==> config.mk <==
export PLATFORM = sky130hd
export DESIGN_NAME = axi_ram_cmd_arb
export DESIGN_NICKNAME = d
export VERILOG_FILES = /design/src/rtl/axi_ram_cmd_arb.sv
export SDC_FILE = /design/constraint.sdc
export NUM_CORES = 1
export LEC_CHECK = 0
export ABC_AREA = 1
export CAP_MARGIN = 30
export CORE_AREA = 2 2 109 111
export DETAILED_ROUTE_END_ITERATION = 6
export DIE_AREA = 0 0 111 113
export GPL_TIMING_DRIVEN = 0
export PLACE_DENSITY = 0.68
export SYNTH_ARGS = -nofsm -noshare
export SYNTH_HDL_FRONTEND = slang
export SYNTH_SLANG_ARGS = --single-unit
==> constraint.sdc <==
create_clock -name clk -period 2.7 [get_ports clk]
set_input_delay 0.675 -clock clk [delete_from_list [all_inputs] [get_ports clk]]
set_output_delay 0.675 -clock clk [all_outputs]
set_load 0.05 [all_outputs]
==> src/rtl/axi_ram_cmd_arb.sv <==
// Round-robin arbiter sharing one RAM command/response backend between PORTS requesters.
// Grant is held across whole bursts; read responses are steered back via an in-order route FIFO.
module axi_ram_cmd_arb #(
    parameter int PORTS       = 2,
    parameter int DATA_WIDTH  = 32,
    parameter int ADDR_WIDTH  = 16,
    parameter int STRB_WIDTH  = DATA_WIDTH/8,
    parameter int ID_WIDTH    = 8,
    parameter int ROUTE_DEPTH = 8
) (
    input  logic                             clk,
    input  logic                             rst,
    input  logic [PORTS*ID_WIDTH-1:0]        s_cmd_id,
    input  logic [PORTS*ADDR_WIDTH-1:0]      s_cmd_addr,
    input  logic [PORTS*DATA_WIDTH-1:0]      s_cmd_wr_data,
    input  logic [PORTS*STRB_WIDTH-1:0]      s_cmd_wr_strb,
    input  logic [PORTS-1:0]                 s_cmd_wr_en,
    input  logic [PORTS-1:0]                 s_cmd_rd_en,
    input  logic [PORTS-1:0]                 s_cmd_last,
    output logic [PORTS-1:0]                 s_cmd_ready,
    output logic [ID_WIDTH-1:0]              m_cmd_id,
    output logic [ADDR_WIDTH-1:0]            m_cmd_addr,
    output logic [DATA_WIDTH-1:0]            m_cmd_wr_data,
    output logic [STRB_WIDTH-1:0]            m_cmd_wr_strb,
    output logic                             m_cmd_wr_en,
    output logic                             m_cmd_rd_en,
    output logic                             m_cmd_last,
    input  logic                             m_cmd_ready,
    input  logic [ID_WIDTH-1:0]              m_rd_resp_id,
    input  logic [DATA_WIDTH-1:0]            m_rd_resp_data,
    input  logic                             m_rd_resp_last,
    input  logic                             m_rd_resp_valid,
    output logic                             m_rd_resp_ready,
    output logic [ID_WIDTH-1:0]              s_rd_resp_id,
    output logic [DATA_WIDTH-1:0]            s_rd_resp_data,
    output logic                             s_rd_resp_last,
    output logic [PORTS-1:0]                 s_rd_resp_valid,
    input  logic [PORTS-1:0]                 s_rd_resp_ready,
    output logic                             route_full
);
    localparam int PW = (PORTS > 1) ? $clog2(PORTS) : 1;
    localparam int AW = $clog2(ROUTE_DEPTH);
    localparam int CW = $clog2(ROUTE_DEPTH + 1);

    logic [ID_WIDTH-1:0]   id_a   [PORTS];
    logic [ADDR_WIDTH-1:0] addr_a [PORTS];
    logic [DATA_WIDTH-1:0] data_a [PORTS];
    logic [STRB_WIDTH-1:0] strb_a [PORTS];

    for (genvar i = 0; i < PORTS; i++) begin : g_port
        assign id_a[i]   = s_cmd_id[i*ID_WIDTH +: ID_WIDTH];
        assign addr_a[i] = s_cmd_addr[i*ADDR_WIDTH +: ADDR_WIDTH];
        assign data_a[i] = s_cmd_wr_data[i*DATA_WIDTH +: DATA_WIDTH];
        assign strb_a[i] = s_cmd_wr_strb[i*STRB_WIDTH +: STRB_WIDTH];
    end

    logic          locked;
    logic [PW-1:0] grant, last_grant, sel;
    logic          sel_vld, xfer, push, pop;
    logic [PW-1:0] route_mem [ROUTE_DEPTH];
    logic [AW-1:0] wr_ptr, rd_ptr;
    logic [CW-1:0] count, count_next;
    logic          fifo_full, fifo_empty;
    logic [PW-1:0] head;
    logic [PORTS-1:0] req, elig;

    assign fifo_full  = (count == CW'(ROUTE_DEPTH));
    assign fifo_empty = (count == '0);
    assign req        = s_cmd_wr_en | s_cmd_rd_en;
    // A read may only open a burst if there is room to remember where its responses go.
    assign elig       = req & ~(s_cmd_rd_en & {PORTS{fifo_full}});

    always_comb begin
        sel     = grant;
        sel_vld = 1'b0;
        if (!rst) begin
            if (locked) begin
                sel_vld = req[grant];
            end else begin
                for (int k = 1; k <= PORTS; k++) begin
                    if (!sel_vld && elig[(int'(last_grant) + k) % PORTS]) begin
                        sel_vld = 1'b1;
                        sel     = PW'((int'(last_grant) + k) % PORTS);
                    end
                end
            end
        end
    end

    assign m_cmd_id      = id_a[sel];
    assign m_cmd_addr    = addr_a[sel];
    assign m_cmd_wr_data = data_a[sel];
    assign m_cmd_wr_strb = strb_a[sel];
    assign m_cmd_wr_en   = sel_vld & s_cmd_wr_en[sel];
    assign m_cmd_rd_en   = sel_vld & s_cmd_rd_en[sel];
    assign m_cmd_last    = s_cmd_last[sel];

    always_comb begin
        s_cmd_ready = '0;
        if (sel_vld || locked) s_cmd_ready[sel] = m_cmd_ready;
    end

    assign xfer = sel_vld & m_cmd_ready;
    assign push = xfer & s_cmd_rd_en[sel] & ~locked;
    assign pop  = m_rd_resp_valid & m_rd_resp_ready & m_rd_resp_last;

    always_comb begin
        count_next = count;
        case ({push, pop})
            2'b10:   count_next = count + 1'b1;
            2'b01:   count_next = count - 1'b1;
            default: count_next = count;
        endcase
    end

    always_ff @(posedge clk or posedge rst) begin
        if (rst) begin
            locked     <= 1'b0;
            grant      <= '0;
            last_grant <= PW'(PORTS - 1);
            wr_ptr     <= '0;
            rd_ptr     <= '0;
            count      <= '0;
            route_full <= 1'b0;
        end else begin
            if (xfer) begin
                if (s_cmd_last[sel]) begin
                    locked     <= 1'b0;
                    last_grant <= sel;
                end else begin
                    locked <= 1'b1;
                    grant  <= sel;
                end
            end
            if (push) wr_ptr <= wr_ptr + 1'b1;
            if (pop)  rd_ptr <= rd_ptr + 1'b1;
            count      <= count_next;
            route_full <= (count_next == CW'(ROUTE_DEPTH));
        end
    end

    always_ff @(posedge clk) begin
        if (push) route_mem[wr_ptr] <= sel;
    end

    // Responses are stalled, not dropped, until a route entry exists for them.
    assign head = route_mem[rd_ptr];

    always_comb begin
        s_rd_resp_valid = '0;
        if (m_rd_resp_valid && !fifo_empty) s_rd_resp_valid[head] = 1'b1;
    end

    assign m_rd_resp_ready = ~fifo_empty & s_rd_resp_ready[head];
    assign s_rd_resp_id    = m_rd_resp_id;
    assign s_rd_resp_data  = m_rd_resp_data;
    assign s_rd_resp_last  = m_rd_resp_last;
endmodule
==> results.txt <==
The Yosys step of the flow raised 0 warnings. Together, buffers and inverters on the worst path number 6. The worst-case IR drop observed on VDD is 0.746 mV.

TritonCTS built the clock tree. The post-route netlist has 50.4% of its cells at a drive strength greater than 1. The total chip power is 0.00868 W. Setup repair after global routing could not meet its margin everywhere.

The number of global-route vias before repair was 4,078; the row count was 39. The startpoint identified for the worst register-to-register timing path is count[0]. The tools report the final global-route overflow total as 0. The tools report the clock tree root buffer cell as clkbuf_16. The worst reg2reg path endpoint is route_full. The first global-routing pass estimated 20,800 µm of wire. The count of buffers added on input and output ports is 242. Counting flops and latches in the post-synthesis netlist gives 22. STA classifies the critical path startpoint as a register.

The endpoint kind of the worst setup timing path is an output pin. The floorplan step defined a core boundary enclosing 11,300 µm². The slowest stage of the critical path is the dfrtp_1 cell.

The run finished, with violations left. The highest achievable clock rate is 0.358 GHz, and the final count of pins violating max slew is 0. The final reports fail on negative setup slack.

The fraction of registers with async set/reset is 63.6%. On the worst path, the slowest cell contributes a delay of 0.40 ns. The layout overhead on the synthesized area was 169%; the routed wire length per instance was 17.2 µm. Of all nets on the critical path, the largest fanout is 5.

The critical path is of the reg -> out type. The worst register-to-register path has a depth of 19. In the layout the commonest cells are clkdlybuf4s50_1, nand2_2, nand2_1. The initial antenna violation count came out at 1. The H-tree level count is 1, and the post-layout minimum cycle time is 2.79 ns.

The tools report the total nets after synthesis as 607. The floorplan step set the die height to 113 µm. The number of endpoints with negative hold slack in the final report came out at 0.

The clock passes through at most 2 buffers. In this run the tightest slew margin relative to its limit is 60.2%. Leaving out fill and tap cells, the most frequent cell in the layout is clkdlybuf4s50_1. The signal arrival time at the worst endpoint was 2.12 ns. The clock transition time at the flip-flop clock pins of the worst setup and hold paths was 0.06 ns. Once the floorplan was initialized, standard cells occupied 23.4% of the core. The worst register-to-register path has a setup slack of 0.04 ns. The number of synthesized flops with an enable pin was 8; the portion of the clock cycle consumed by the worst path in the final layout was 103%.

The first routing iteration left 138 violations. Most instantiated flip-flop cell in the synthesis netlist: dfrtp_1. The tools report the via count of the routed design as 3,912. In the global route stage, overall resource usage came out at 21.0%. Routability-driven placement finished with a final weighted congestion of 0.852. Yosys attributes the largest share of cell area to nand2_1, buf_4, dfrtp_1, edfxtp_1, nand2_2. The first-pass detailed-route iteration total was 4; the final HPWL from detailed placement was 9780 µm.

Post-route antenna net violation count: 0. STA puts the critical path data required time at 2.03 ns. The mean instance size in the synthesized netlist works out to 6.15 µm². The family with the most delay on the worst path is simple AND/OR/NAND/NOR gates.

Setup violations remaining at the end of the flow were counted as 41. Classification of the worst-slack hold path: in -> async. The later pin in the worst-skew pair is clocked with a latency of 0.25 ns. The leading area contributor after synthesis was nand2_1. Number of distinct library cell variants in the gate-level netlist after synthesis: 29. Clock tree synthesis inserted a total of 3 buffers. The total clock sinks was 22.

For this design the ratio of total power to cell area is 1230 nW/µm². Once layout is complete, the utilization of the core stands at 62.8%. The cts-stage hold buffer count is 0. After technology mapping, the gate count stands at 428. The fraction of post-synthesis cell area in the top cell type by area was 29.5%; the summed instance area of the synthesized netlist was 2630 µm². The post-route worst setup slack was -0.0933 ns; the width of the die was 111 µm. The analysis attributes to cell leakage a power of 3.40 nW. For this design the top-level I/O count stands at 283. Most prevalent standard cell on the critical path: nand2_4.

The number of nets in the layout is 900. Max-cap violations in this run came to 0. The critical path goes through nor2_4, nand3_2, nand3b_1, nand2_4, nand2_4, buf_6, inv_6, buf_8, buf_16, buf_16, nand2_4, nand2_4, buf_8. The slew at the pin with the worst max-slew slack was 0.596 ns; the worst clock skew was 0.00336 ns.

After detailed routing, the number of remaining DRC violations is 0. For this block, the routed nets add up to 14,900 µm of wire. The maximum number of pins on one net before global-route repair is 18. After detailed routing, the number of vias per cell comes to 4.53. For this run, the register share of the synthesized area comes to 22.5%.

The tools report the total die area as 12,500 µm².
## worst max-delay path by stage
stage / start / to / slack (ns) / cells after the start
4_1_cts: count[1] / m_cmd_addr[4] / -0.16 / 14
2_1_floorplan: s_cmd_rd_en[0] / s_cmd_ready[1] / 0.004 / 9
3_5_place_dp: s_cmd_rd_en[0] / m_cmd_wr_data[0] / -1.11 / 12
5_1_grt: count[0] / m_cmd_addr[2] / -0.18 / 13
3_3_place_gp: s_cmd_rd_en[1] / m_cmd_wr_data[8] / -1.08 / 11
6_report: count[0] / m_cmd_addr[8] / -0.09 / 13
## cells in the mapped netlist (3+ instances only)
cell type,count
nand2_1,207
buf_4,46
nand3_1,28
inv_1,27
nor2_1,25
nand2_2,24
dfrtp_1,13
edfxtp_1,8
buf_6,6
o21ai_0,6
a21oi_1,5
ha_1,5
xnor2_1,4
nor2_2,3
## worst min-delay path: stages
cell	delay (ns)
buf_4	0.15
clkinvlp_4	0.07
buf_4	0.23
## flip-flops by register name (all words and copies together), names as in the netlist
register / flops
wr_ptr: 3
last_grant: 1
locked: 1
route_mem: 8
grant: 1
count: 4
rd_ptr: 3
route_full: 1
## cell type report
| class | count | area (µm²) |
|---|---|---|
| plain buffers | 54 | 518 |
| well taps | 143 | 179 |
| diodes | 1 | 2.50 |
| repair buffers | 291 | 3340 |
| inverters | 29 | 118 |
| fillers | 889 | 4190 |
| clock buffers | 4 | 78.8 |
| flip-flops and latches | 22 | 593 |
| multi-input cells | 320 | 2250 |
## power breakdown
group	internal, W	switching (W)	leakage [nW]
combinational	0.00340	0.00437	3.11
sequential	0.000474	0.000109	0.247
clock	0.000201	0.000121	0.0382
## metrics by stage
stage | hold WS (ns) | setup WS [ns] | cell area [µm²] | TNS, ns | std cells
finish | 0.497 | -0.0933 | 7080 | -2.48 | 864
CTS | 0.473 | -0.160 | 6650 | -3.46 | 858
detailed placement | 0.464 | -1.11 | 5240 | -71.46 | 813
global placement | 0.450 | -1.08 | 5240 | -69.93 | 813
floorplan | 0.438 | 0.00396 | 2640 | 0 | 428
global route | 0.523 | -0.185 | 7080 | -6.16 | 864
## logic make-up (layout without fill, tap and decap cells)
family	after synthesis	in the layout	share of synthesized area [%]
simple gates	296	296	47.8
buf+inv	86	378	22.2
flops	22	22	22.5
compound gates	12	12	2.33
fa+ha+maj	6	6	3.14
xor+xnor	6	6	2.00
other cells	0	1	0
## what timing repair did
item | in CTS | in global routing
endpoints found under the setup margin | 73 | 69
gates cloned | 13 | 0
pin swaps | 55 | 41
resized for setup | 691 | 139
buffers inserted | 28 | 14
## routing by layer
layer / track usage [%] / up-vias / wire, µm
met5: 0 / - / 0
met4: 7.58 / 0 / 457
met3: 7.18 / 32 / 1280
met2: 39.8 / 204 / 7940
met1: 21.4 / 1817 / 5210
li1: - / 1859 / -
Note: power is estimated with default switching activity, not from simulation.
